## src/rtl/mem_port_arbiter.sv

```systemverilog
// rtl/mem_port_arbiter.sv - round-robin sequencer for the single shared memory port
// Ports:
//   i_clock, i_reset       : clock, synchronous active-high reset
//   i_req, i_write         : per-requester request and direction (0 = fetch, 1 = data, 2 = I/O-DMA)
//   i_addr, i_wdata        : packed per-requester address / store data, requester i at [i*W +: W]
//   o_ack, o_rdata         : one-hot single-cycle completion strobe, load data held until next ack
//   o_grant, o_busy        : owner of the port during ACCESS/ACK, port-in-use flag
//   o_mem_addr, o_mem_wdata, o_mem_read, o_mem_write, i_mem_rdata : RAM side

module mem_port_arbiter #(
    parameter int AW   = 64,
    parameter int DW   = 64,
    parameter int WAIT = 2
) (
    input  logic              i_clock,
    input  logic              i_reset,
    input  logic [2:0]        i_req,
    input  logic [2:0]        i_write,
    input  logic [3*AW-1:0]   i_addr,
    input  logic [3*DW-1:0]   i_wdata,
    output logic [2:0]        o_ack,
    output logic [DW-1:0]     o_rdata,
    output logic [2:0]        o_grant,
    output logic              o_busy,
    output logic [AW-1:0]     o_mem_addr,
    output logic [DW-1:0]     o_mem_wdata,
    output logic              o_mem_read,
    output logic              o_mem_write,
    input  logic [DW-1:0]     i_mem_rdata
);

    typedef enum logic [1:0] {
        S_IDLE   = 2'd0,
        S_ACCESS = 2'd1,
        S_ACK    = 2'd2
    } state_t;

    localparam logic [3:0] WAIT_CNT = 4'(WAIT);

    state_t          r_state;
    state_t          w_next_state;
    logic [3:0]      r_count;
    logic [1:0]      r_winner;
    logic [1:0]      r_last;
    logic [AW-1:0]   r_addr;
    logic [DW-1:0]   r_wdata;
    logic            r_write;
    logic [DW-1:0]   r_rdata;

    logic [1:0]      w_p0;
    logic [1:0]      w_p1;
    logic [1:0]      w_p2;
    logic [1:0]      w_pick;
    logic            w_any;
    logic [2:0]      w_winner_oh;

    // Search order starts just after the last served requester, so the
    // requester served most recently always has the lowest priority.
    always_comb begin
        case (r_last)
            2'd0: begin
                w_p0 = 2'd1;
                w_p1 = 2'd2;
                w_p2 = 2'd0;
            end
            2'd1: begin
                w_p0 = 2'd2;
                w_p1 = 2'd0;
                w_p2 = 2'd1;
            end
            default: begin
                w_p0 = 2'd0;
                w_p1 = 2'd1;
                w_p2 = 2'd2;
            end
        endcase
    end

    always_comb begin
        w_pick = w_p2;
        if (i_req[w_p1]) begin
            w_pick = w_p1;
        end
        if (i_req[w_p0]) begin
            w_pick = w_p0;
        end
    end

    assign w_any       = |i_req;
    assign w_winner_oh = 3'b001 << r_winner;

    always_ff @(posedge i_clock) begin
        if (i_reset) begin
            r_state <= S_IDLE;
        end else begin
            r_state <= w_next_state;
        end
    end

    always_ff @(posedge i_clock) begin
        if (i_reset) begin
            r_count  <= 4'd0;
            r_winner <= 2'd0;
            r_last   <= 2'd2;
            r_addr   <= '0;
            r_wdata  <= '0;
            r_write  <= 1'b0;
            r_rdata  <= '0;
        end else begin
            case (r_state)
                S_IDLE: begin
                    // The transaction is captured here; later input changes
                    // from the requester have no effect on this access.
                    if (w_any) begin
                        r_winner <= w_pick;
                        r_addr   <= i_addr[w_pick*AW +: AW];
                        r_wdata  <= i_wdata[w_pick*DW +: DW];
                        r_write  <= i_write[w_pick];
                        r_count  <= WAIT_CNT;
                    end
                end
                S_ACCESS: begin
                    if (r_count == 4'd0) begin
                        if (!r_write) begin
                            r_rdata <= i_mem_rdata;
                        end
                    end else begin
                        r_count <= r_count - 4'd1;
                    end
                end
                S_ACK: begin
                    r_last <= r_winner;
                end
                default: begin
                end
            endcase
        end
    end

    always_comb begin
        w_next_state = r_state;
        o_ack        = 3'b000;
        o_grant      = 3'b000;
        o_busy       = 1'b0;
        o_mem_read   = 1'b0;
        o_mem_write  = 1'b0;
        case (r_state)
            S_IDLE: begin
                if (w_any) begin
                    w_next_state = S_ACCESS;
                end
            end
            S_ACCESS: begin
                o_grant     = w_winner_oh;
                o_busy      = 1'b1;
                o_mem_read  = ~r_write;
                o_mem_write = r_write;
                if (r_count == 4'd0) begin
                    w_next_state = S_ACK;
                end
            end
            S_ACK: begin
                o_ack        = w_winner_oh;
                o_grant      = w_winner_oh;
                o_busy       = 1'b1;
                w_next_state = S_IDLE;
            end
            default: begin
                w_next_state = S_IDLE;
            end
        endcase
    end

    assign o_mem_addr  = r_addr;
    assign o_mem_wdata = r_wdata;
    assign o_rdata     = r_rdata;

endmodule

```

## config.mk

```make
export PLATFORM = sky130hd
export DESIGN_NAME = mem_port_arbiter
export DESIGN_NICKNAME = d
export VERILOG_FILES = /design/src/rtl/mem_port_arbiter.sv
export SDC_FILE = /design/constraint.sdc
export NUM_CORES = 1
export LEC_CHECK = 0
export CAP_MARGIN = 20
export CORE_AREA = 3 3 257 259
export DETAILED_ROUTE_END_ITERATION = 12
export DIE_AREA = 0 0 260 262
export PLACE_DENSITY = 0.48
export SYNTH_ARGS = -nofsm -noshare
export SYNTH_HDL_FRONTEND = slang
export SYNTH_SLANG_ARGS = --single-unit
```

## constraint.sdc

```tcl
create_clock -name i_clock -period 1.9 [get_ports i_clock]
set_input_delay 0.38 -clock i_clock [delete_from_list [all_inputs] [get_ports i_clock]]
set_output_delay 0.38 -clock i_clock [all_outputs]
set_load 0.03 [all_outputs]
```

Word level (Yosys, flattened, before mapping)
Index checks and enable logic that the tools add are counted.
{ "totals": {"regBits": 203} }
{ "op_classes": {"n_addsub": 1, "magnitude_cmp": 3, "n_eq_ne": 6, "shift": 3, "mux": 22, "n_bitwise": 1, "n_reduce_logical": 10} }
{ "op_table": {"columns": ["op", "n"], "rows": [
  ["192-bit by 9-bit indexed part select with 64-bit output", 2],
  ["2-bit case mux with 2 select lines", 4],
  ["2-bit by 3-bit < comparator with 1-bit output (second input constant)", 3],
  ["2-bit 2-to-1 mux", 4],
  ["4-bit 2-to-1 mux", 2],
  ["4-bit case mux with 2 select lines", 1],
  ["1-bit binary-select mux with 2-bit select", 3],
  ["1-bit 2-to-1 mux", 6],
  ["3-bit 2-to-1 mux", 2],
  ["2-bit inequality test (second input constant)", 3],
  ["3-bit AND reduction", 2],
  ["2-bit by 1-bit == test with 1-bit output (second input constant)", 2],
  ["2-bit logical NOT", 2],
  ["4-bit logical NOT", 1],
  ["2-bit AND reduction", 2],
  ["4-bit by 1-bit subtractor with 4-bit output (second input constant)", 1],
  ["3-bit OR reduction", 1],
  ["1-bit by 2-bit left shift with 3-bit output (first input constant)", 1],
  ["2-bit == test (second input constant)", 1],
  ["2-bit nonzero test", 1],
  ["2-bit OR reduction", 1],
  ["1-bit inverter", 1]
]} }

Longest topological paths before layout
Gate-level depths: netlist of the first run.
{ "depth": {"ltp_word": 8, "depth_mapped": 8} }

Least setup slack after synthesis of the first run
Ideal clock, no wire load.
{ "synth_path": {"kind": "flip-flop to output port", "startpoint": "reg r_state[0]", "endpoint": "out o_grant[0]", "arrival_ns": 1.634, "setup_slack_ns": -0.114, "path_stages_with_launch": 4, "path_buffers": 0, "cell_sequence": "dfxtp_1 > inv_1 > ha_1 > nor3b_1"} }
{ "synth_between": {"elab_chain_cells": 3, "elab_cells_between_ends": 4} }
{ "synth_rtl": {"columns": ["item", "line", "source"], "rows": [
  ["start, declared", "40", "state_t r_state;"],
  ["start signal, assigned", "96", "r_state <= w_next_state;"],
  ["2-bit by 1-bit == test with 1-bit output or 2-bit == test (tied branches)", "147", "case (r_state)"],
  ["2-bit OR reduction (no line) (*)", null, null],
  ["3-bit 2-to-1 mux (*)", "147", null],
  ["end, declared", "23", "output logic [2:0] o_grant,"]
]} }
Every way passes the cells marked *; elsewhere a longest branch is shown, timed or not.

Worst setup path in the final report of the first run
Ends and elaborated chain as after synthesis.

==> flow_summary_export.csv, run 1 <==
group,metric,value,unit
grt,grt_max_degree,65,
worst_setup_path,slowest_delay,0.36,ns
pwr,peakVddDrop,0.588,mV
logic_synthesis,synth_nets,1572,
grt,grt_overflow,0,
routing,post-route-drc-count,0,
clock_tree,clk_latency,0.56,ns
pwr,p_seq_share,27.2,%
timing,fin_ws,-0.114,ns
logic_synthesis,ys_seq_area_share,39.5,%
worst_setup_path,path_max_fanout,4,
placed_design,gp_congestion,0.831,
worst_setup_path,cp-start-kind,"register",
timing,final_max_slew_viol_count,0,
logic_synthesis,yosys.area.top_type,"dfxtp_1",
logic_synthesis,synth_seq_cells,203,
logic_synthesis,post-synth-top-area-fraction,39.5,%
clock_tree,cts_tree,"built",
logic_synthesis,syn_area,10300,sq um
pwr,powerDensity,1190,nW/um^2
floorplan,top_level_ports,657,
logic_synthesis,synth-edff-count,0,
timing,relSlewSlack,52.4,%
pwr,comb_power_share,51.0,%
grt,grt_pass1_vias,12600,
routing,drt_iter0_markers,1119,
routing,firstDrtPassIters,9,
floorplan,start_util,16.1,%
timing,worst_slew_pin_slew,0.714,ns
clock_tree,cts-htree-levels,1,
worst_setup_path,crit_slowest_cell,"dfxtp_4",
placed_design,dpl_cell_area,18700,sq um
placed_design,place_inst,2621,
logic_synthesis,synth_cell_types,37,
cells_and_area,nNetsFinal,2279,
timing,rsz0062_at_grt,"true",
pwr,clkPwrFrac,21.8,%
logic_synthesis,synth_area_per_cell,9.27,sq um
routing,routedWlPerCell,21.1,microns
routing,ant_nets,0,
timing,post-route-period-util,106,%
pwr,swShare,41.7,%
worst_setup_path,crit_buf_inv,2,
clock_tree,clk_path_buf_depth,3,
logic_synthesis,synth_area_leaders,"dfxtp_1 39%, mux2_2 14%, a222oi_1 12%",
placed_design,io_buffers,656,
timing,setup_viol,7,
floorplan,row_count,93,
floorplan,die_w,260,microns
status,violations,"setup timing",
routing,routed_wl,56.7,mm
floorplan,die_y,262,microns
floorplan,die_area,68100,sq um
pwr,power_switching,9.87,mW
clock_tree,clock_sinks,203,
worst_setup_path,cp.required,1.52,ns
pwr,p_total,23.6,mW
timing,min_period,2.01,ns
grt,grt_pass1_wl,80.1,mm
worst_setup_path,critical_path_arrival,1.63,ns
clock_tree,clk_pin_slew,0.05,ns
grt,antenna_found_initial,5,
worst_setup_path,critical_path_class,"reg -> out",
floorplan,core-area,64100,sq um
logic_synthesis,ys.flop_type,"dfxtp_1",
cells_and_area,syn_to_final_growth,92.6,%
timing,finalHoldViolations,0,
worst_setup_path,crit_chain,"inv_4, ha_4, nor3b_4, buf_12",
cells_and_area,instances_no_fill,2693,
logic_synthesis,synth_warnings,0,
status,status,"finished with violations",
worst_setup_path,crit_family,"flip-flops",
placed_design,dp_hpwl,42.8,mm
grt,grtUsageTotal,15.2,%
clock_tree,cts-root-buf,"clkbuf_16",
worst_setup_path,crit_path_end_kind,"primary output",
pwr,power_leakage,8.10,nW
timing,fin_skew,0.00666,ns
pwr,cell_internal_pwr,13.8,mW
timing,fmax,496,MHz
cells_and_area,final_area,19800,sq um
hold_path,hold_class,"in -> reg",
logic_synthesis,async_reset_ff_share,0,%
routing,drt-vias-per-instance,4.64,
logic_synthesis,syn_inst,1111,
routing,num_vias,12500,
cells_and_area,drive_gt1_share,18.8,%
clock_tree,cts_made_buffers,28,
run,maxCapViolCount,0,
## power groups by stage
stage / clock, mW / combinational, mW / sequential [mW]
6_report: 5.16 / 12.1 / 6.43
5_1_grt: 5.52 / 12.9 / 6.59
4_1_cts: 5.36 / 11.9 / 6.41
3_5_place_dp: 0 / 12.5 / 6.49
3_3_place_gp: 0 / 12.4 / 6.50
2_1_floorplan: 0 / 3.84 / 8.79
## path summary, 6_finish.rpt
check	startpoint	end	slack, ns	cells after the start
worst min-delay path	i_reset	r_winner[0]$_SDFFE_PP0P_	0.20	3
worst max-delay path	r_state[0]$_SDFFE_PP0P_	o_grant[0]	-0.11	4
worst max register to register	r_last[0]$_SDFFE_PP0P_	o_mem_wdata[51]$_SDFFE_PP0P_	-0.01	9
worst min register to register	o_rdata[62]$_SDFFE_PP0P_	o_rdata[62]$_SDFFE_PP0P_	0.45	2
## worst register-to-register path: stages, from the launching register on
cell      delay, ns
dfxtp_2        0.34
nor3b_4        0.21
buf_6          0.13
nor3_4         0.04
buf_12         0.14
buf_12         0.14
buf_16         0.14
buf_8          0.12
a222oi_1       0.39
o21ai_1        0.12
## stage by stage
step | hold WS [ns] | util, % | worst slack [ns] | setup TNS, ns
3_5_place_dp | 0.445 | 29.1 | -0.724 | -71.05
6_report | 0.204 | 30.9 | -0.114 | -0.360
5_1_grt | 0.196 | 30.9 | -0.217 | -2.07
4_1_cts | 0.162 | 30.5 | -0.197 | -0.903
3_3_place_gp | 0.443 | 29.1 | -0.741 | -68.76
2_1_floorplan | 0.462 | - | 0.0907 | 0
## state kept, by name (all words and copies together), names as in the netlist
name / count
o_mem_addr: 64
o_mem_wdata: 64
o_rdata: 64
r_count: 4
r_last: 2
r_state: 2
r_winner: 2
r_write: 1
## cells by family (layout without fill, tap and decap cells)
| logic type | count (synthesis) | in the layout | share of synthesized area, % |
|---|---|---|---|
| xor gates and xnor gates | 3 | 3 | 0.255 |
| muxes | 129 | 129 | 14.1 |
| AOI/OAI and AO/OA | 468 | 468 | 32.4 |
| DFF | 203 | 203 | 39.5 |
| buffers and inverters | 128 | 853 | 5.93 |
| and+or+nand+nor | 175 | 175 | 7.21 |
| other | 0 | 2 | 0 |
| adders and majority gates | 5 | 5 | 0.608 |
## per-layer routing
metal / GRT usage, % / part of all wire (%) / routed length, microns / vias up
met5: 0 / 0.042 / 24 / -
met4: 4.66 / 2.9 / 1640 / 4
met3: 3.64 / 7.6 / 4320 / 89
met2: 26.6 / 50 / 28400 / 531
met1: 18.3 / 39 / 22300 / 6028
li1: - / - / - / 5836
## cell type report
| cell class | count | area (sq um) |
|---|---|---|
| antenna | 2 | 5.00 |
| clock buffer | 42 | 783 |
| clock inverter | 6 | 91.3 |
| fill | 6754 | 44300 |
| inverter | 8 | 32.5 |
| multi-input combinational | 780 | 5770 |
| sequential | 203 | 4080 |
| tap | 855 | 1070 |
| timing repair buffer | 797 | 8000 |
## cell usage after synthesis (all sizes together), types with 2 or more instances
library cell  count
xnor2             3
clkbuf           56
nand3             2
and2              4
inv               8
a222oi          128
a22oi           129
nor2b             2
nand2           133
and3b             4
mux2            128
ha                5
a21oi            70
dfxtp           203
o21ai           131
a211oi            3
nor2             15
nand2b            3
or3               2
nor3b             5
nor3              3
buf              64
## cell usage in the layout, fill, tap and decap left out, types with 3 or more instances in the layout
master           synthesis  layout
nand2_1                133     132
buf_6                    0      23
buf_8                    0       4
a21oi_1                 70      69
and3b_1                  4       4
o21ai_0                 11      11
nor3b_4                  0       3
clkdlybuf4s50_1          0     451
clkbuf_16                0      31
clkinv_2                 0       3
o21ai_1                120     119
nor2_1                  15      12
clkbuf_1                44      11
buf_4                   16      83
dlygate4sd2_1            0     194
xnor2_1                  3       3
buf_12                   0      35
mux2_2                 128     128
clkbuf_8                 0       3
nor2_4                   0       3
and2_1                   4       3
dfxtp_1                203     197
a22oi_1                129     128
a222oi_1               128     128
inv_1                    8       6
dfxtp_2                  0       4
## what timing repair did
action | CTS | global route
buffers inserted | 8 | 13
endpoints found under the setup margin | 210 | 102
gates resized for setup | 227 | 34
cloned | 1 | 3
hold buffers | 0 | 0
pin swaps | 6 | 35
Note: power is estimated with default switching activity, not from simulation.
==> inputs of run 2 (changes only) <==
- CORE_AREA: 3 3 257 259 -> 2 2 256 258
- DIE_AREA: 0 0 260 262 -> 0 0 258 260
==> run 2 against run 1 <==
The run still ends with setup timing left; power shrank 0.48%; clock power up 3%; via count down 0.80%; highest routed layer unchanged; cell count is 0.63% lower.
==> flow_summary_export.csv, run 2 (same netlist as run 1, synthesis figures left out) <==
group,metric,value,unit
status,status,"finished with violations",
status,violations,"setup timing",
placed_design,pre_cts_slack,-0.679,ns
routing,drt-vias-per-instance,4.63,
clock_tree,clk_latency,0.58,ns
worst_setup_path,crit_buf_inv,2,
pwr,peakVddDrop,0.625,mV
worst_setup_path,crit_family,"flip-flops",
cells_and_area,nNetsFinal,2257,
pwr,power_leakage,8.01,nW
timing,fin_skew,0.0156,ns
clock_tree,clk_path_buf_depth,3,
timing,setup_viol,5,
routing,routedWlPerCell,21.3,microns
worst_setup_path,path_max_fanout,4,
pwr,powerDensity,1200,nW/um^2
worst_setup_path,crit_chain,"inv_4, ha_4, nor3b_2, buf_4",
clock_tree,clock_sinks,203,
cells_and_area,syn_to_final_growth,91.2,%
worst_setup_path,critical_path_arrival,1.62,ns
pwr,p_total,23.5,mW
floorplan,die_y,260,microns
clock_tree,clk_pin_slew,0.06,ns
timing,relSlewSlack,55.0,%
worst_setup_path,slowest_delay,0.36,ns
placed_design,gp_congestion,0.873,
timing,final_max_slew_viol_count,0,
cells_and_area,drive_gt1_share,18.2,%
floorplan,die_area,67100,sq um
floorplan,top_level_ports,657,
grt,antenna_found_initial,9,
worst_setup_path,crit_slowest_cell,"dfxtp_2",
worst_setup_path,crit_path_end_kind,"primary output",
grt,grt_pass1_wl,80.4,mm
timing,fin_ws,-0.104,ns
timing,worst_slew_pin_slew,0.675,ns
cells_and_area,layout_common_cells,"452 x clkdlybuf4s50_1, 198 x dfxtp_1, 193 x dlygate4sd2_1, 132 x nand2_1",
hold_path,hold_class,"in -> reg",
placed_design,dp_hpwl,41.8,mm
placed_design,io_buffers,656,
run,maxCapViolCount,0,
cells_and_area,layout_commonest_cell,"clkdlybuf4s50_1",
clock_tree,cts-root-buf,"clkbuf_16",
routing,num_vias,12400,
grt,grt_max_degree,66,
routing,firstDrtPassIters,10,
routing,ant_nets,0,
cells_and_area,instances_no_fill,2676,
routing,drt_iter0_markers,1151,
cells_and_area,final_area,19700,sq um
grt,grtUsageTotal,15.5,%
timing,finalHoldViolations,0,
clock_tree,cts_made_buffers,28,
timing,min_period,2.00,ns
timing,post-route-period-util,105,%
routing,post-route-drc-count,0,
placed_design,dpl_cell_area,18600,sq um
clock_tree,ctsHoldBuffers,0,
floorplan,row_count,93,
grt,grt_pass1_vias,12500,
grt,grt_overflow,0,
floorplan,start_util,16.1,%
timing,fmax,499,MHz
floorplan,core-area,64100,sq um
worst_setup_path,critical_path_class,"reg -> out",
routing,routed_wl,57.1,mm
worst_setup_path,cp.required,1.52,ns
floorplan,die_w,258,microns
placed_design,place_inst,2599,
clock_tree,cts-htree-levels,1,
timing,rsz0062_at_grt,"true",
cells_and_area,finish.utilization,30.7,%
worst_setup_path,cp-start-kind,"register",
clock_tree,cts_tree,"built",
==> run 2: cell types whose count changed in the layout (fill, tap and decap cells not counted), sizes merged <==
cell           change
buf               -24
dlygate4sd2        -1
dlymetal6s2s       -1
clkinv             +2
inv                +1
clkinvlp           +3
clkdlybuf4s15      +1
clkdlybuf4s50      +1
bufinv             -1
diode              +2
==> run 2: cell type report <==
cell class	instances	area, sq um
antenna	4	10.0
clock buffer	40	806
clock inverter	11	120
fill	6661	44400
inverter	8	35.0
multi-input combinational	780	5760
sequential	203	4080
tap	855	1070
timing repair buffer	775	7810
==> run 2: per-stage QoR <==
step | hold slack, ns | TNS (ns)
after floorplan | 0.462 | 0
after detailed placement | 0.446 | -73.15
after CTS | 0.170 | -0.853
after global placement | 0.443 | -68.68
final | 0.219 | -0.313
after global routing | 0.205 | -0.920
==> run 2: worst paths after layout <==
kind / start / depth (start not counted) / slack [ns] / end
worst max-delay path: r_state[1]$_SDFFE_PP0P_ / 4 / -0.10 / o_grant[0]
worst min-delay path: i_reset / 3 / 0.22 / r_last[0]$_SDFFE_PP0P_
worst min register to register: o_rdata[11]$_SDFFE_PP0P_ / 2 / 0.45 / o_rdata[11]$_SDFFE_PP0P_
worst max register to register: r_last[0]$_SDFFE_PP0P_ / 8 / 0.09 / o_mem_wdata[59]$_SDFFE_PP0P_
==> run 2: what timing repair did <==
action,in CTS,in global routing
endpoints found under the hold margin,0,0
setup endpoints to repair,222,77
resized for setup,220,19
buffers inserted,5,14
cloned,0,5
pin swaps,4,12
==> run 2: tightest hold or removal path, cell delays in order <==
cell and delay [ns]:
buf_2 0.12, buf_4 0.20, nor2_1 0.06
==> run 2: routing by layer <==
| metal | share of wire (%) | routed length, microns | GRT usage, % | up-vias |
|---|---|---|---|---|
| met4 | 2.4 | 1380 | 4.37 | 6 |
| li1 | - | - | - | 5792 |
| met3 | 7.4 | 4220 | 4.05 | 85 |
| met5 | 0.081 | 46 | 0 | - |
| met2 | 51 | 28900 | 27.8 | 509 |
| met1 | 39 | 22500 | 18.2 | 5996 |
==> run 2: power breakdown <==
| part | switching [mW] | leakage, nW | internal [mW] |
|---|---|---|---|
| Sequential | 0.772 | 1.67 | 5.62 |
| Clock | 2.24 | 0.446 | 3.10 |
| Combinational | 6.97 | 5.89 | 4.84 |
